==> src/rtl/cell_plotter_if.sv <==
// Command and pixel-stream bundle between the board controller and the cell plotter.
// The master modport is the board side and the slave modport is the plotter side.
interface cell_plotter_if;
    logic       draw_cell;
    logic       plot_empty;
    logic       place_disk;
`ifdef CELL_PLOTTER_CLEAR_EN
    logic       clear_board;
`endif
    logic [2:0] cell_x;
    logic [2:0] cell_y;
    logic       side;
    logic [7:0] x;
    logic [6:0] y;
    logic [2:0] colour;
    logic       plot;
    logic       busy;
    logic       done;

    modport master (
`ifdef CELL_PLOTTER_CLEAR_EN
        output clear_board,
`endif
        output draw_cell, plot_empty, place_disk, cell_x, cell_y, side,
        input  x, y, colour, plot, busy, done
    );

    modport slave (
`ifdef CELL_PLOTTER_CLEAR_EN
        input  clear_board,
`endif
        input  draw_cell, plot_empty, place_disk, cell_x, cell_y, side,
        output x, y, colour, plot, busy, done
    );
endinterface

==> src/rtl/cell_plotter.sv <==
// Rasterises one board cell per command into single-pixel writes for a 160x120 3-bit frame.
// Defining CELL_PLOTTER_CLEAR_EN adds clear_board, which sweeps all 64 cells as empty cells.
module cell_plotter #(
    parameter int CELL_PX  = 14,
    parameter int BOARD_X0 = 24,
    parameter int BOARD_Y0 = 4
) (
    input  logic            clk,
    input  logic            restart,
    cell_plotter_if.slave   bus
);

    if (CELL_PX < 4 || CELL_PX > 15 ||
        BOARD_X0 + 8 * CELL_PX > 160 || BOARD_Y0 + 8 * CELL_PX > 120) begin : g_bad_params
        $error("cell_plotter: board geometry does not fit the 160x120 frame");
    end

    typedef enum logic [1:0] {S_IDLE, S_DRAW, S_FIN} state_t;
    typedef enum logic [1:0] {M_EMPTY, M_CURSOR, M_DISK, M_CLEAR} mode_t;

    localparam logic [3:0] PX_LAST = 4'(CELL_PX - 1);
    localparam logic [5:0] DIAM    = 6'(CELL_PX - 1);
    localparam logic [9:0] R_SQ    = 10'((CELL_PX - 3) * (CELL_PX - 3));

    state_t     state_reg;
    mode_t      mode_reg;
    logic [2:0] cx_reg;
    logic [2:0] cy_reg;
    logic       side_reg;
    logic [3:0] px_reg;
    logic [3:0] py_reg;
    logic [7:0] x_reg;
    logic [6:0] y_reg;
    logic [2:0] colour_reg;
    logic       plot_reg;
    logic       busy_reg;
    logic       done_reg;
`ifdef CELL_PLOTTER_CLEAR_EN
    logic [5:0] cell_idx_reg;
`endif

    // Command decode: place_disk > draw_cell > plot_empty (clear_board above all).
    logic  cmd_any;
    mode_t cmd_mode;
    always_comb begin
        cmd_any  = bus.place_disk | bus.draw_cell | bus.plot_empty;
        cmd_mode = M_EMPTY;
        if (bus.place_disk)
            cmd_mode = M_DISK;
        else if (bus.draw_cell)
            cmd_mode = M_CURSOR;
`ifdef CELL_PLOTTER_CLEAR_EN
        if (bus.clear_board) begin
            cmd_any  = 1'b1;
            cmd_mode = M_CLEAR;
        end
`endif
    end

    logic [2:0] cur_x;
    logic [2:0] cur_y;
    logic       last_cell;
    always_comb begin
        cur_x     = cx_reg;
        cur_y     = cy_reg;
        last_cell = 1'b1;
`ifdef CELL_PLOTTER_CLEAR_EN
        if (mode_reg == M_CLEAR) begin
            cur_x     = cell_idx_reg[2:0];
            cur_y     = cell_idx_reg[5:3];
            last_cell = (cell_idx_reg == 6'd63);
        end
`endif
    end

    // Modular 8/7-bit sums give the same bits as truncating the 9-bit sums.
    logic [7:0] x_pix;
    logic [6:0] y_pix;
    always_comb begin
        x_pix = 8'(BOARD_X0) + 8'(cur_x) * 8'(CELL_PX) + 8'(px_reg);
        y_pix = 7'(BOARD_Y0) + 7'(cur_y) * 7'(CELL_PX) + 7'(py_reg);
    end

    // Disk test in doubled coordinates keeps the centre on an integer grid.
    logic signed [9:0] dx;
    logic signed [9:0] dy;
    logic        [9:0] dist_sq;
    logic              in_disk;
    logic              border;
    logic        [2:0] pix_colour;
    always_comb begin
        dx      = $signed({5'd0, px_reg, 1'b0}) - $signed({4'd0, DIAM});
        dy      = $signed({5'd0, py_reg, 1'b0}) - $signed({4'd0, DIAM});
        dist_sq = 10'(dx * dx) + 10'(dy * dy);
        in_disk = (dist_sq <= R_SQ);
        border  = (px_reg == 4'd0) || (py_reg == 4'd0);
        if (border)
            pix_colour = (mode_reg == M_CURSOR) ? 3'b110 : 3'b000;
        else if (mode_reg == M_DISK && in_disk)
            pix_colour = side_reg ? 3'b111 : 3'b000;
        else
            pix_colour = 3'b010;
    end

    always_ff @(posedge clk or posedge restart) begin
        if (restart) begin
            state_reg    <= S_IDLE;
            mode_reg     <= M_EMPTY;
            cx_reg       <= 3'd0;
            cy_reg       <= 3'd0;
            side_reg     <= 1'b0;
            px_reg       <= 4'd0;
            py_reg       <= 4'd0;
            x_reg        <= 8'd0;
            y_reg        <= 7'd0;
            colour_reg   <= 3'd0;
            plot_reg     <= 1'b0;
            busy_reg     <= 1'b0;
            done_reg     <= 1'b0;
`ifdef CELL_PLOTTER_CLEAR_EN
            cell_idx_reg <= 6'd0;
`endif
        end else begin
            case (state_reg)
                S_IDLE: begin
                    plot_reg <= 1'b0;
                    busy_reg <= 1'b0;
                    done_reg <= 1'b0;
                    if (cmd_any) begin
                        mode_reg     <= cmd_mode;
                        cx_reg       <= bus.cell_x;
                        cy_reg       <= bus.cell_y;
                        side_reg     <= bus.side;
                        px_reg       <= 4'd0;
                        py_reg       <= 4'd0;
`ifdef CELL_PLOTTER_CLEAR_EN
                        cell_idx_reg <= 6'd0;
`endif
                        state_reg    <= S_DRAW;
                    end
                end
                S_DRAW: begin
                    plot_reg   <= 1'b1;
                    busy_reg   <= 1'b1;
                    x_reg      <= x_pix;
                    y_reg      <= y_pix;
                    colour_reg <= pix_colour;
                    if (px_reg == PX_LAST) begin
                        px_reg <= 4'd0;
                        if (py_reg == PX_LAST) begin
                            py_reg <= 4'd0;
                            if (last_cell)
                                state_reg <= S_FIN;
`ifdef CELL_PLOTTER_CLEAR_EN
                            else
                                cell_idx_reg <= cell_idx_reg + 6'd1;
`endif
                        end else begin
                            py_reg <= py_reg + 4'd1;
                        end
                    end else begin
                        px_reg <= px_reg + 4'd1;
                    end
                end
                S_FIN: begin
                    plot_reg  <= 1'b0;
                    busy_reg  <= 1'b1;
                    done_reg  <= 1'b1;
                    state_reg <= S_IDLE;
                end
                default: state_reg <= S_IDLE;
            endcase
        end
    end

    assign bus.x      = x_reg;
    assign bus.y      = y_reg;
    assign bus.colour = colour_reg;
    assign bus.plot   = plot_reg;
    assign bus.busy   = busy_reg;
    assign bus.done   = done_reg;

endmodule

==> src/flat_wrapper.sv <==
// flat-port wrapper written by rule: the top's interface ports become plain ports
module cell_plotter_flat 
#(
    parameter int CELL_PX  = 14,
    parameter int BOARD_X0 = 24,
    parameter int BOARD_Y0 = 4
)
  (clk, restart, bus_draw_cell, bus_plot_empty, bus_place_disk, bus_cell_x, bus_cell_y, bus_side, bus_x, bus_y, bus_colour, bus_plot, bus_busy, bus_done);
  cell_plotter_if bus_i ();
  input  logic clk;
  input  logic restart;
  input wire logic [$bits(bus_i.draw_cell)-1:0] bus_draw_cell;
  input wire logic [$bits(bus_i.plot_empty)-1:0] bus_plot_empty;
  input wire logic [$bits(bus_i.place_disk)-1:0] bus_place_disk;
  input wire logic [$bits(bus_i.cell_x)-1:0] bus_cell_x;
  input wire logic [$bits(bus_i.cell_y)-1:0] bus_cell_y;
  input wire logic [$bits(bus_i.side)-1:0] bus_side;
  output wire logic [$bits(bus_i.x)-1:0] bus_x;
  output wire logic [$bits(bus_i.y)-1:0] bus_y;
  output wire logic [$bits(bus_i.colour)-1:0] bus_colour;
  output wire logic [$bits(bus_i.plot)-1:0] bus_plot;
  output wire logic [$bits(bus_i.busy)-1:0] bus_busy;
  output wire logic [$bits(bus_i.done)-1:0] bus_done;
  assign bus_i.draw_cell = bus_draw_cell;
  assign bus_i.plot_empty = bus_plot_empty;
  assign bus_i.place_disk = bus_place_disk;
  assign bus_i.cell_x = bus_cell_x;
  assign bus_i.cell_y = bus_cell_y;
  assign bus_i.side = bus_side;
  assign bus_x = bus_i.x;
  assign bus_y = bus_i.y;
  assign bus_colour = bus_i.colour;
  assign bus_plot = bus_i.plot;
  assign bus_busy = bus_i.busy;
  assign bus_done = bus_i.done;
  cell_plotter #(.CELL_PX(CELL_PX), .BOARD_X0(BOARD_X0), .BOARD_Y0(BOARD_Y0)) u_core (.clk(clk), .restart(restart), .bus(bus_i));
endmodule
==> config.mk <==
export PLATFORM = sky130hd
export DESIGN_NAME = cell_plotter_flat
export DESIGN_NICKNAME = d
export VERILOG_FILES = /design/src/rtl/cell_plotter_if.sv /design/src/rtl/cell_plotter.sv /design/src/flat_wrapper.sv
export SDC_FILE = /design/constraint.sdc
export NUM_CORES = 1
export LEC_CHECK = 0
export CAP_MARGIN = 20
export CELL_PAD_IN_SITES_DETAIL_PLACEMENT = 2
export CELL_PAD_IN_SITES_GLOBAL_PLACEMENT = 2
export CORE_MARGIN = 8
export CORE_UTILIZATION = 42
export CTS_CLUSTER_DIAMETER = 200
export DETAILED_ROUTE_END_ITERATION = 8
export HOLD_SLACK_MARGIN = 0.06
export PLACE_DENSITY_LB_ADDON = 0.12
export SYNTH_ARGS = -nofsm -noshare
export SYNTH_HDL_FRONTEND = slang
export SYNTH_SLANG_ARGS = --single-unit
==> constraint.sdc <==
create_clock -name clk -period 13.6 [get_ports clk]
set_input_delay 1.36 -clock clk [delete_from_list [all_inputs] [get_ports clk]]
set_output_delay 1.36 -clock clk [all_outputs]
set_load 0.01 [all_outputs]
* Word level (Yosys, flattened, before mapping)
Cells that the tools add are included.
** Storage, ports and cells
- Latch bits :: 0
- Output and inout bits :: 21
- Memories :: 0
- Memory bits (read-only) :: 0
- Memory bits (writable) :: 0
- Word-level logic and storage cells :: 72
- Register bits after elaboration :: 40
- Input bits :: 12
** Operators by class
- Eq/ne operators :: 9
- Div/mod/pow operators :: 0
- $add $sub $neg :: 9
- Mux-type cells :: 19
- Bitwise operators :: 2
- $lt $le $gt $ge :: 1
- Multipliers :: 4
- Shifts and indexed selects :: 0
- Reductions and logical operators :: 15
** Operators by type and width (number)
- 10-bit by 10-bit multiplier with 10-bit output :: 2
- 4-bit two-way mux :: 4
- 4-bit case mux with 2 select lines :: 2
- 3-bit by 3-bit multiplier with 6-bit output, second input constant :: 2
- 3-bit two-way mux :: 4
- 5-bit by 4-bit subtractor with 6-bit output, second input constant :: 2
- 10-bit adder :: 1
- 10-bit by 7-bit <= comparator with 1-bit output, second input constant :: 1
- 4-bit by 1-bit adder with 4-bit output, second input constant :: 2
- 5-bit by 7-bit adder with 8-bit output, first input constant :: 1
- 8-bit by 4-bit adder with 8-bit output :: 1
- 4-bit == test, second input constant :: 2
- 4-bit logical NOT :: 2
- 2-bit two-way mux :: 4
- 2-bit nonzero test :: 4
- 3-bit by 7-bit adder with 7-bit output, first input constant :: 1
- 7-bit by 4-bit adder with 7-bit output :: 1
- 2-bit by 1-bit inequality test with 1-bit output, second input constant :: 3
- 1-bit case mux with 2 select lines :: 3
- 3-bit AND reduction :: 2
- 2-bit by 1-bit == test with 1-bit output, second input constant :: 2
- 2-bit == test, second input constant :: 2
- 2-bit case mux with 2 select lines :: 1
- 2-bit AND reduction :: 2
- other kinds (6) :: 8

* Longest topological paths before layout
Gate-level depths: netlist of run 1.
- Depth after elaboration :: 7
- Depth in mapped cells :: 21
- Mapped depth without buffers :: 20

* Least setup slack after synthesis of run 1
No wires, ideal clock.
- Kind :: reg-to-reg
- Start point :: register u_core.px_reg[0]
- End point :: register u_core.colour_reg[1], in the netlist u_core.bus.colour[1]
- Buffers on the path :: 1
- Setup slack :: 7.353 ns
- Setup time :: 0.131 ns
- Data required time :: 13.469 ns
- Period minus slack after synthesis :: 6.247 ns
- Stages on the path, launching flop included :: 22
- Arrival :: 6.115 ns
- Path through :: dfrtp_1 > clkbuf_1 > inv_1 > ha_1 > ha_1 > inv_1 > fa_1 > fa_1 > inv_1 > fa_1 > inv_1 > fa_1 > inv_1 > fa_1 > fa_1 > ha_1 > fa_1 > a21o_1 > a21oi_1 > xnor3_1 > nor4b_1 > nor3_1
** Between the ends
- Cells in the longest elaborated chain, start to end :: 7
- Elaborated cells between the ends (all ways) :: 9
- Classes of those cells :: add/sub: 2; mul: 1; order compare: 1; mux: 2; reduce/logical: 3
** Ends and longest elaborated chain
- start, declared :: RTL line cell_plotter.sv:30 : logic [3:0] px_reg;
- start signal, assigned :: RTL line cell_plotter.sv:162 : px_reg <= px_reg + 4'd1;
- 5-bit by 4-bit subtractor with 6-bit output :: RTL line cell_plotter.sv:92 : dx = $signed({5'd0, px_reg, 1'b0}) - $signed({4'd0, DIAM});
- 10-bit by 10-bit multiplier with 10-bit output :: RTL line cell_plotter.sv:94 : dist_sq = 10'(dx * dx) + 10'(dy * dy);
- 10-bit adder :: RTL line cell_plotter.sv:94
- 10-bit by 7-bit <= comparator with 1-bit output :: RTL line cell_plotter.sv:95 : in_disk = (dist_sq <= R_SQ);
- 1-bit logical AND :: RTL line cell_plotter.sv:99 : else if (mode_reg == M_DISK && in_disk)
- 3-bit two-way mux :: RTL line cell_plotter.sv:99
- 3-bit two-way mux (*) :: RTL line cell_plotter.sv:97 : if (border)
- end signal, assigned :: RTL line cell_plotter.sv:147 : colour_reg <= pix_colour;
- end, declared :: RTL line cell_plotter.sv:34 : logic [2:0] colour_reg;
Every way passes the cells marked *; elsewhere a longest branch is shown, timed or not.
A chain may end at the register's enable or synchronous reset.

* Worst setup path after layout of run 1
Same ends and word-level chain as after synthesis.

==> Flow_metrics.wiki, run 1 <==
{| class="wikitable"
! Metric !! Value
|-
| Outcome || complete, no violations
|-
| Number of register bits inferred by synthesis || 40
|-
| Global placer's final weighted congestion || 0.8407
|-
| Post-route cell area || 4841 um^2
|-
| Clock buffer count from CTS || 5
|-
| Post-CTS Repair Setup Buffers || 0
|-
| Die H || 116.9 um
|-
| Final nets || 569
|-
| Number of slew-limit violations in the final report || 0
|-
| Worst skew pair latency || 0.31 ns
|-
| Initial drt markers || 129
|-
| Vias in the first global route || 3510
|-
| Startpoint type of the worst setup path || flop
|-
| Most frequent cells in the layout || sky130_fd_sc_hd__inv_1, sky130_fd_sc_hd__ha_1, sky130_fd_sc_hd__fa_1, sky130_fd_sc_hd__dfrtp_1, sky130_fd_sc_hd__clkdlybuf4s50_1
|-
| WL per Instance || 19.10 um
|-
| Clock sink total || 40
|-
| Setup repair after global routing missed its margin || no
|-
| Share of final-layout standard cells stronger than drive strength 1 || 0.07848
|-
| Worst path required time || 13.79 ns
|-
| Number of failing hold endpoints at the final stage || 0
|-
| Relative slew margins || 0.3370
|-
| Post-synthesis instance area || 4273 um^2
|-
| Wire length after detailed routing || 11.12 mm
|-
| Critical setup path kind || flop to flop
|-
| Placeable core region || 10090 um^2
|-
| Top cell type's share of synthesized area || 0.2343
|-
| Routed via count || 2980
|-
| Crit end category || flop
|-
| Die span in x || 116.9 um
|-
| Worst-path clk slew || 0.09 ns
|-
| Maximum buffer depth of the clock tree || 2
|-
| Crit path DAT || 7.10 ns
|-
| Root cell of the clock tree || sky130_fd_sc_hd__clkbuf_8
|-
| Achievable clock frequency || 144.7 MHz
|-
| TritonCTS clock tree || yes
|-
| Antenna violations before repair || 0
|-
| Share of synthesized area occupied by flip-flops and latches || 0.2343
|-
| # Max-Cap Violations || 0
|-
| Count of final setup violators || 0
|-
| First-pass GRT wire length || 18.28 mm
|-
| Most frequent standard cell in the layout excluding fill and tap cells || sky130_fd_sc_hd__inv_1
|-
| Dpl cell area || 4720 um^2
|-
| Cell taking the most area after synthesis || sky130_fd_sc_hd__dfrtp_1
|-
| Average vias per placed instance || 5.120
|-
| Number of DRC violations after detailed routing || 0
|-
| First drt pass iteration count || 4
|-
| Hold-fix buffer count after cts || 0
|-
| Post-detailed-placement half-perimeter wirelength || 9.051 mm
|-
| Largest driver fanout on the critical path || 11
|-
| Min Clock Period, post-route || 6.912 ns
|-
| Effective utilization at floorplan || 0.4234
|-
| Yosys warns || 0
|-
| Growth of design area from synthesis to finish || 13.29%
|-
| Final sum of negative setup slack || 0 ns
|-
| Number of library cell types mapped by synthesis || 47
|-
| # resized after CTS || 0
|-
| Final worst-path cycle share || 0.5082
|-
| Actual transition at the worst max-transition pin || 0.9886 ns
|-
| Largest clock skew in the final design || 0.009930 ns
|-
| Main flop type after synthesis || sky130_fd_sc_hd__dfrtp_1
|-
| Flip-flop count of the largest register after layout || 8
|-
| Worst Hold Class || flop to flop
|-
| Maximum number of pins on one net before global-route repair || 41
|-
| Row count || 37
|-
| Mean instance size in the synthesized netlist || 10.37 um^2
|-
| Overflow left after global routing || 0
|-
| Largest cells by area after synthesis || sky130_fd_sc_hd__dfrtp_1, sky130_fd_sc_hd__fa_1, sky130_fd_sc_hd__ha_1
|-
| DRT antenna net count || 0
|-
| I/O pin cnt || 33
|-
| Instance count of the mapped netlist || 412
|-
| Antenna fix cells || 0
|-
| CTS H-tree lvls || 2
|-
| Total global routing track utilization || 0.1764
|-
| IO buf count || 32
|-
| Post-synth EDFFs || 0
|-
| Proportion of register bits with asynchronous set or reset after synthesis || 1.000
|-
| Die Outline Area || 13660 um^2
|-
| Mapped Nets || 536
|}
[worst paths after layout]
kind                       slack (ns)              from  cells past startpoint                   end
min in group asynchronous        1.48           restart                      3       u_core.cur_x[1]
hold reg to reg                  0.50   u_core.bus.done                      1       u_core.bus.done
max in group asynchronous       11.74           restart                      3      u_core.py_reg[1]
hold / removal                   0.50   u_core.bus.done                      1       u_core.bus.done
setup / recovery                 6.69  u_core.px_reg[0]                     20  u_core.bus.colour[1]
setup reg to reg                 6.69  u_core.px_reg[0]                     20  u_core.bus.colour[1]
[per-stage QoR]
stage	setup slack (ns)	util	hold slack, ns	instances
detailed placement	6.772	0.4676	0.4850	574
global placement	7.050	0.4676	0.4570	574
finish	6.688	0.4797	0.4993	582
CTS	6.695	0.4797	0.5112	582
global route	6.394	0.4797	0.5230	582
floorplan	7.353	-	0.4387	412
[synth_stat cells (2+ instances only)]
library cell,instances
sky130_fd_sc_hd__o21ai_0,12
sky130_fd_sc_hd__xnor2_1,21
sky130_fd_sc_hd__nor2_1,22
sky130_fd_sc_hd__nor3_1,2
sky130_fd_sc_hd__inv_1,74
sky130_fd_sc_hd__a21oi_1,13
sky130_fd_sc_hd__ha_1,67
sky130_fd_sc_hd__a21o_1,8
sky130_fd_sc_hd__a31oi_1,2
sky130_fd_sc_hd__fa_1,45
sky130_fd_sc_hd__nand3_1,7
sky130_fd_sc_hd__buf_6,2
sky130_fd_sc_hd__o31ai_1,3
sky130_fd_sc_hd__o21bai_1,2
sky130_fd_sc_hd__and2_1,2
sky130_fd_sc_hd__xor2_1,8
sky130_fd_sc_hd__nand2_1,29
sky130_fd_sc_hd__nand4_1,3
sky130_fd_sc_hd__clkbuf_1,4
sky130_fd_sc_hd__dfrtp_1,40
sky130_fd_sc_hd__mux2_2,19
sky130_fd_sc_hd__and3_1,2
[kinds of logic (layout without fill, tap and decap cells)]
| group | Yosys count | after routing | synth area share |
|---|---|---|---|
| XOR/XNOR | 30 | 30 | 0.06472 |
| buffers and inverters | 82 | 116 | 0.07877 |
| adder cells (fa/ha/maj) | 112 | 112 | 0.4070 |
| multiplexers | 19 | 19 | 0.05007 |
| flip-flops | 40 | 40 | 0.2343 |
| AND/OR/NAND/NOR | 78 | 78 | 0.08814 |
| AO/OA/AOI/OAI | 51 | 51 | 0.07701 |
[cell type report]
type | count | area (um^2)
clock buffers | 6 | 82.58
clock inverters | 2 | 38.79
fillers | 1109 | 5251
inverters | 74 | 277.8
multi-input cells | 290 | 2935
flip-flops and latches | 40 | 1001
well taps | 136 | 170.2
repair buffers | 34 | 335.3
[worst max-delay path, cell delays in order (launching register included)]
cell	delay [ns]
sky130_fd_sc_hd__dfrtp_1	0.56
sky130_fd_sc_hd__ha_1	0.32
sky130_fd_sc_hd__xor2_1	0.46
sky130_fd_sc_hd__ha_1	0.29
sky130_fd_sc_hd__inv_1	0.08
sky130_fd_sc_hd__fa_1	0.50
sky130_fd_sc_hd__fa_1	0.54
sky130_fd_sc_hd__inv_1	0.06
sky130_fd_sc_hd__fa_1	0.51
sky130_fd_sc_hd__inv_1	0.05
sky130_fd_sc_hd__fa_1	0.48
sky130_fd_sc_hd__inv_1	0.06
sky130_fd_sc_hd__fa_1	0.51
sky130_fd_sc_hd__fa_1	0.49
sky130_fd_sc_hd__ha_1	0.23
sky130_fd_sc_hd__fa_1	0.40
sky130_fd_sc_hd__a21o_1	0.17
sky130_fd_sc_hd__a21oi_1	0.14
sky130_fd_sc_hd__xnor3_1	0.51
sky130_fd_sc_hd__nor4b_1	0.33
sky130_fd_sc_hd__nor3_1	0.10
[metal layers]
layer  track usage  vias up  wire length (um)
li1              -     1392                 -
met1        0.2124     1541              4674
met2        0.3217       37              5931
met3       0.02411       10               370
met4       0.04693        0               143
met5             0        -                 0
Power of run 1 is left out: the tool's default activity adds up to more than one toggle a clock period on the data nets, which glitch-free logic cannot reach.
==> inputs of run 2 (changes only) <==
--- a/config.mk
+++ b/config.mk
@@ -9,7 +9,7 @@
 export CELL_PAD_IN_SITES_DETAIL_PLACEMENT = 2
 export CELL_PAD_IN_SITES_GLOBAL_PLACEMENT = 2
 export CORE_MARGIN = 8
-export CORE_UTILIZATION = 42
+export CORE_UTILIZATION = 36
 export CTS_CLUSTER_DIAMETER = 200
 export DETAILED_ROUTE_END_ITERATION = 8
 export HOLD_SLACK_MARGIN = 0.06
==> constraint.sdc (replaced) <==
create_clock -name clk -period 6.2 [get_ports clk]
set_input_delay 0.62 -clock clk [delete_from_list [all_inputs] [get_ports clk]]
set_output_delay 0.62 -clock clk [all_outputs]
set_load 0.01 [all_outputs]
==> Flow_metrics.wiki, run 2 (synthesis results as in run 1) <==
{| class="wikitable"
! Metric !! Value
|-
| Outcome || complete, no violations
|-
| Minimum setup slack among reg-to-reg paths || 0.25 ns (-6.44 ns)
|-
| Die span in x || 124.9 um (+6.9%)
|-
| Worst path slowest cell || sky130_fd_sc_hd__fa_1
|-
| Worst-path clk slew || 0.06 ns (-0.03 ns)
|-
| Number of DRC violations after detailed routing || 0 (unchanged)
|-
| Effective utilization at floorplan || 0.3710 (-0.05235)
|-
| Crit path DAT || 6.12 ns (-0.98 ns)
|-
| Total global routing track utilization || 0.1500 (-0.02640)
|-
| First drt pass iteration count || 4 (unchanged)
|-
| Number of failing hold endpoints at the final stage || 0 (unchanged)
|-
| Crit end category || flop
|-
| Tightest hold margin || 0.4791 ns (-0.02018 ns)
|-
| Number of slew-limit violations in the final report || 0 (unchanged)
|-
| Die Outline Area || 15610 um^2 (+14%)
|-
| Placeable core region || 11520 um^2 (+14%)
|-
| Number of cells in the finished layout apart from fillers || 614 (+5.5%)
|-
| # Max-Cap Violations || 0 (unchanged)
|-
| Vias in the first global route || 3601 (+2.6%)
|-
| Share of final-layout standard cells stronger than drive strength 1 || 0.1486 (+0.07014)
|-
| Die H || 124.9 um (+6.9%)
|-
| Growth of design area from synthesis to finish || 19.91%
|-
| Global placer's final weighted congestion || 0.7722 (-8.1%)
|-
| First-pass GRT wire length || 18.85 mm (+3.1%)
|-
| Routed via count || 3083 (+3.5%)
|-
| Post-route met1 wirelength || 5.229 mm (+12%)
|-
| Maximum number of pins on one net before global-route repair || 41 (unchanged)
|-
| Row count || 39 (+5.4%)
|-
| Routed length on met2 || 5.819 mm (-1.9%)
|-
| Flip-flop count of the largest register after layout || 8 (unchanged)
|-
| TritonCTS clock tree || yes
|-
| Largest clock skew in the final design || 0.002110 ns (-0.007821 ns)
|-
| DRT antenna net count || 0 (unchanged)
|-
| Destination of the worst register-to-register timing path || u_core.bus.colour[0]
|-
| Most common cell type on the critical path || sky130_fd_sc_hd__fa_1
|-
| Worst Hold Class || flop to flop
|-
| Worst skew pair latency || 0.28 ns (-0.03 ns)
|-
| Setup repair after global routing missed its margin || no
|-
| Antenna violations before repair || 0 (unchanged)
|-
| Worst path cell trace || inv_1 > ha_1 > ha_1 > inv_1 > fa_1 > fa_1 > inv_1 > fa_1 > inv_1 > fa_1 > inv_1 > fa_1 > fa_1 > ha_1 > fa_2 > a21o_1 > a21oi_2 > xnor3_2 > xnor2_1 > a41o_1
|-
| I/O pin cnt || 33 (unchanged)
|-
| Average vias per placed instance || 5.021 (-1.9%)
|-
| Total length of routed met3 wires || 241 um (-35%)
|-
| FF-to-FF path depth || 20 (unchanged)
|-
| Count of final setup violators || 0 (unchanged)
|-
| Maximum buffer depth of the clock tree || 2 (unchanged)
|-
| Critical setup path kind || flop to flop
|-
| Number of instances in the placed design || 604 (+5.2%)
|-
| Initial drt markers || 57 (-56%)
|-
| Clock buffer count from CTS || 5 (unchanged)
|-
| Largest driver fanout on the critical path || 5 (-6)
|-
| Most frequent cells in the layout || sky130_fd_sc_hd__inv_1, sky130_fd_sc_hd__ha_1, sky130_fd_sc_hd__fa_1, sky130_fd_sc_hd__dfrtp_1, sky130_fd_sc_hd__clkdlybuf4s50_1
|-
| WL per Instance || 18.52 um (-3.0%)
|-
| Post-detailed-placement half-perimeter wirelength || 9.474 mm (+4.7%)
|-
| Min Clock Period, post-route || 5.948 ns (-0.9638 ns)
|-
| Wire length after detailed routing || 11.37 mm (+2.3%)
|-
| Path length in cells of the critical path || 20 (unchanged)
|-
| Relative slew margins || 0.3795 (+0.04255)
|-
| Root cell of the clock tree || sky130_fd_sc_hd__clkbuf_16
|-
| Crit-path leading delay family || adder cells
|-
| R2R Path Start || u_core.px_reg[0]
|-
| Worst path required time || 6.38 ns (-7.41 ns)
|-
| Hold-fix buffer count after cts || 0 (unchanged)
|-
| Overflow left after global routing || 0 (unchanged)
|-
| Final-layout fill cell count || 1230 (+11%)
|-
| CTS H-tree lvls || 2 (unchanged)
|-
| Crit path buffers/inverters || 5 (+1)
|-
| Actual transition at the worst max-transition pin || 0.9251 ns (-0.06344 ns)
|-
| Achievable clock frequency || 168.1 MHz (+16%)
|-
| Crit path from || u_core.px_reg[0]
|-
| Antenna fix cells || 0 (unchanged)
|-
| Uppermost signal routing layer after detailed routing || met4
|-
| Clock sink total || 40 (unchanged)
|-
| Multi-input combinational cell area || 2993 um^2 (+2.0%)
|-
| Final worst-path cycle share || 0.9593 (+0.4511)
|-
| Most frequent standard cell in the layout excluding fill and tap cells || sky130_fd_sc_hd__inv_1
|-
| Startpoint type of the worst setup path || flop
|-
| IO buf count || 32 (unchanged)
|-
| Flip-flop and latch area || 1005 um^2 (+0.37%)
|-
| Endpoint of the most critical setup path || u_core.bus.colour[0]
|-
| Final nets || 594 (+4.4%)
|-
| Delay of the slowest critical-path stage || 0.55 ns (about the same)
|}
run 2: per-stage QoR:
step	setup WS (ns)	TNS, ns	util	instance area [um^2]
CTS	0.001176	0	0.4402	5070
global route	0.01081	0	0.4449	5124
floorplan	0.02891	0	-	4274
global placement	0.06024	0	0.4256	4901
finish	0.2522	0	0.4449	5124
detailed placement	-0.1834	-0.3345	0.4256	4901
run 2: what timing repair did:
item,4_1_cts,5_1_grt
endpoints found under the setup margin,3,3
gates resized for setup,2,12
pin swaps,2,2
setup buffers,2,0
run 2: metal layers:
metal,global-route usage,vias up
met4,0.02436,0
met5,0,-
met2,0.2663,26
met1,0.1888,1604
met3,0.02677,11
li1,-,1442
run 2: how the worst min path moves through the flow:
stage | start | end | slack [ns] | depth (start not counted)
after detailed placement | u_core.mode_reg[0] | u_core.mode_reg[0] | 0.47 | 2
after floorplan | u_core.mode_reg[0] | u_core.mode_reg[0] | 0.44 | 2
final | u_core.mode_reg[0] | u_core.mode_reg[0] | 0.48 | 2
after CTS | u_core.mode_reg[0] | u_core.mode_reg[0] | 0.48 | 2
after global placement | u_core.mode_reg[0] | u_core.mode_reg[0] | 0.46 | 2
after global routing | u_core.mode_reg[0] | u_core.mode_reg[0] | 0.51 | 2
run 2: worst register-to-register path: stages (launching register included):
cell and delay, ns:
sky130_fd_sc_hd__dfrtp_2 0.42, sky130_fd_sc_hd__inv_1 0.08, sky130_fd_sc_hd__ha_1 0.31, sky130_fd_sc_hd__ha_1 0.22, sky130_fd_sc_hd__inv_1 0.08, sky130_fd_sc_hd__fa_1 0.44, sky130_fd_sc_hd__fa_1 0.55, sky130_fd_sc_hd__inv_1 0.06
sky130_fd_sc_hd__fa_1 0.50, sky130_fd_sc_hd__inv_1 0.05, sky130_fd_sc_hd__fa_1 0.47, sky130_fd_sc_hd__inv_1 0.05, sky130_fd_sc_hd__fa_1 0.47, sky130_fd_sc_hd__fa_1 0.49, sky130_fd_sc_hd__ha_1 0.24, sky130_fd_sc_hd__fa_2 0.36
sky130_fd_sc_hd__a21o_1 0.18, sky130_fd_sc_hd__a21oi_2 0.15, sky130_fd_sc_hd__xnor3_2 0.32, sky130_fd_sc_hd__xnor2_1 0.15, sky130_fd_sc_hd__a41o_1 0.25
run 2: layout make-up:
cell class / instances / area share
Inverter: 74 / 0.05421
Clock buffer: 8 / 0.02857
Multi-Input combinational cell: 290 / 0.5841
Sequential cell: 40 / 0.1961
Tap cell: 143 / 0.03492
Timing Repair Buffer: 59 / 0.1021
Power of run 2 is left out for the same reason.
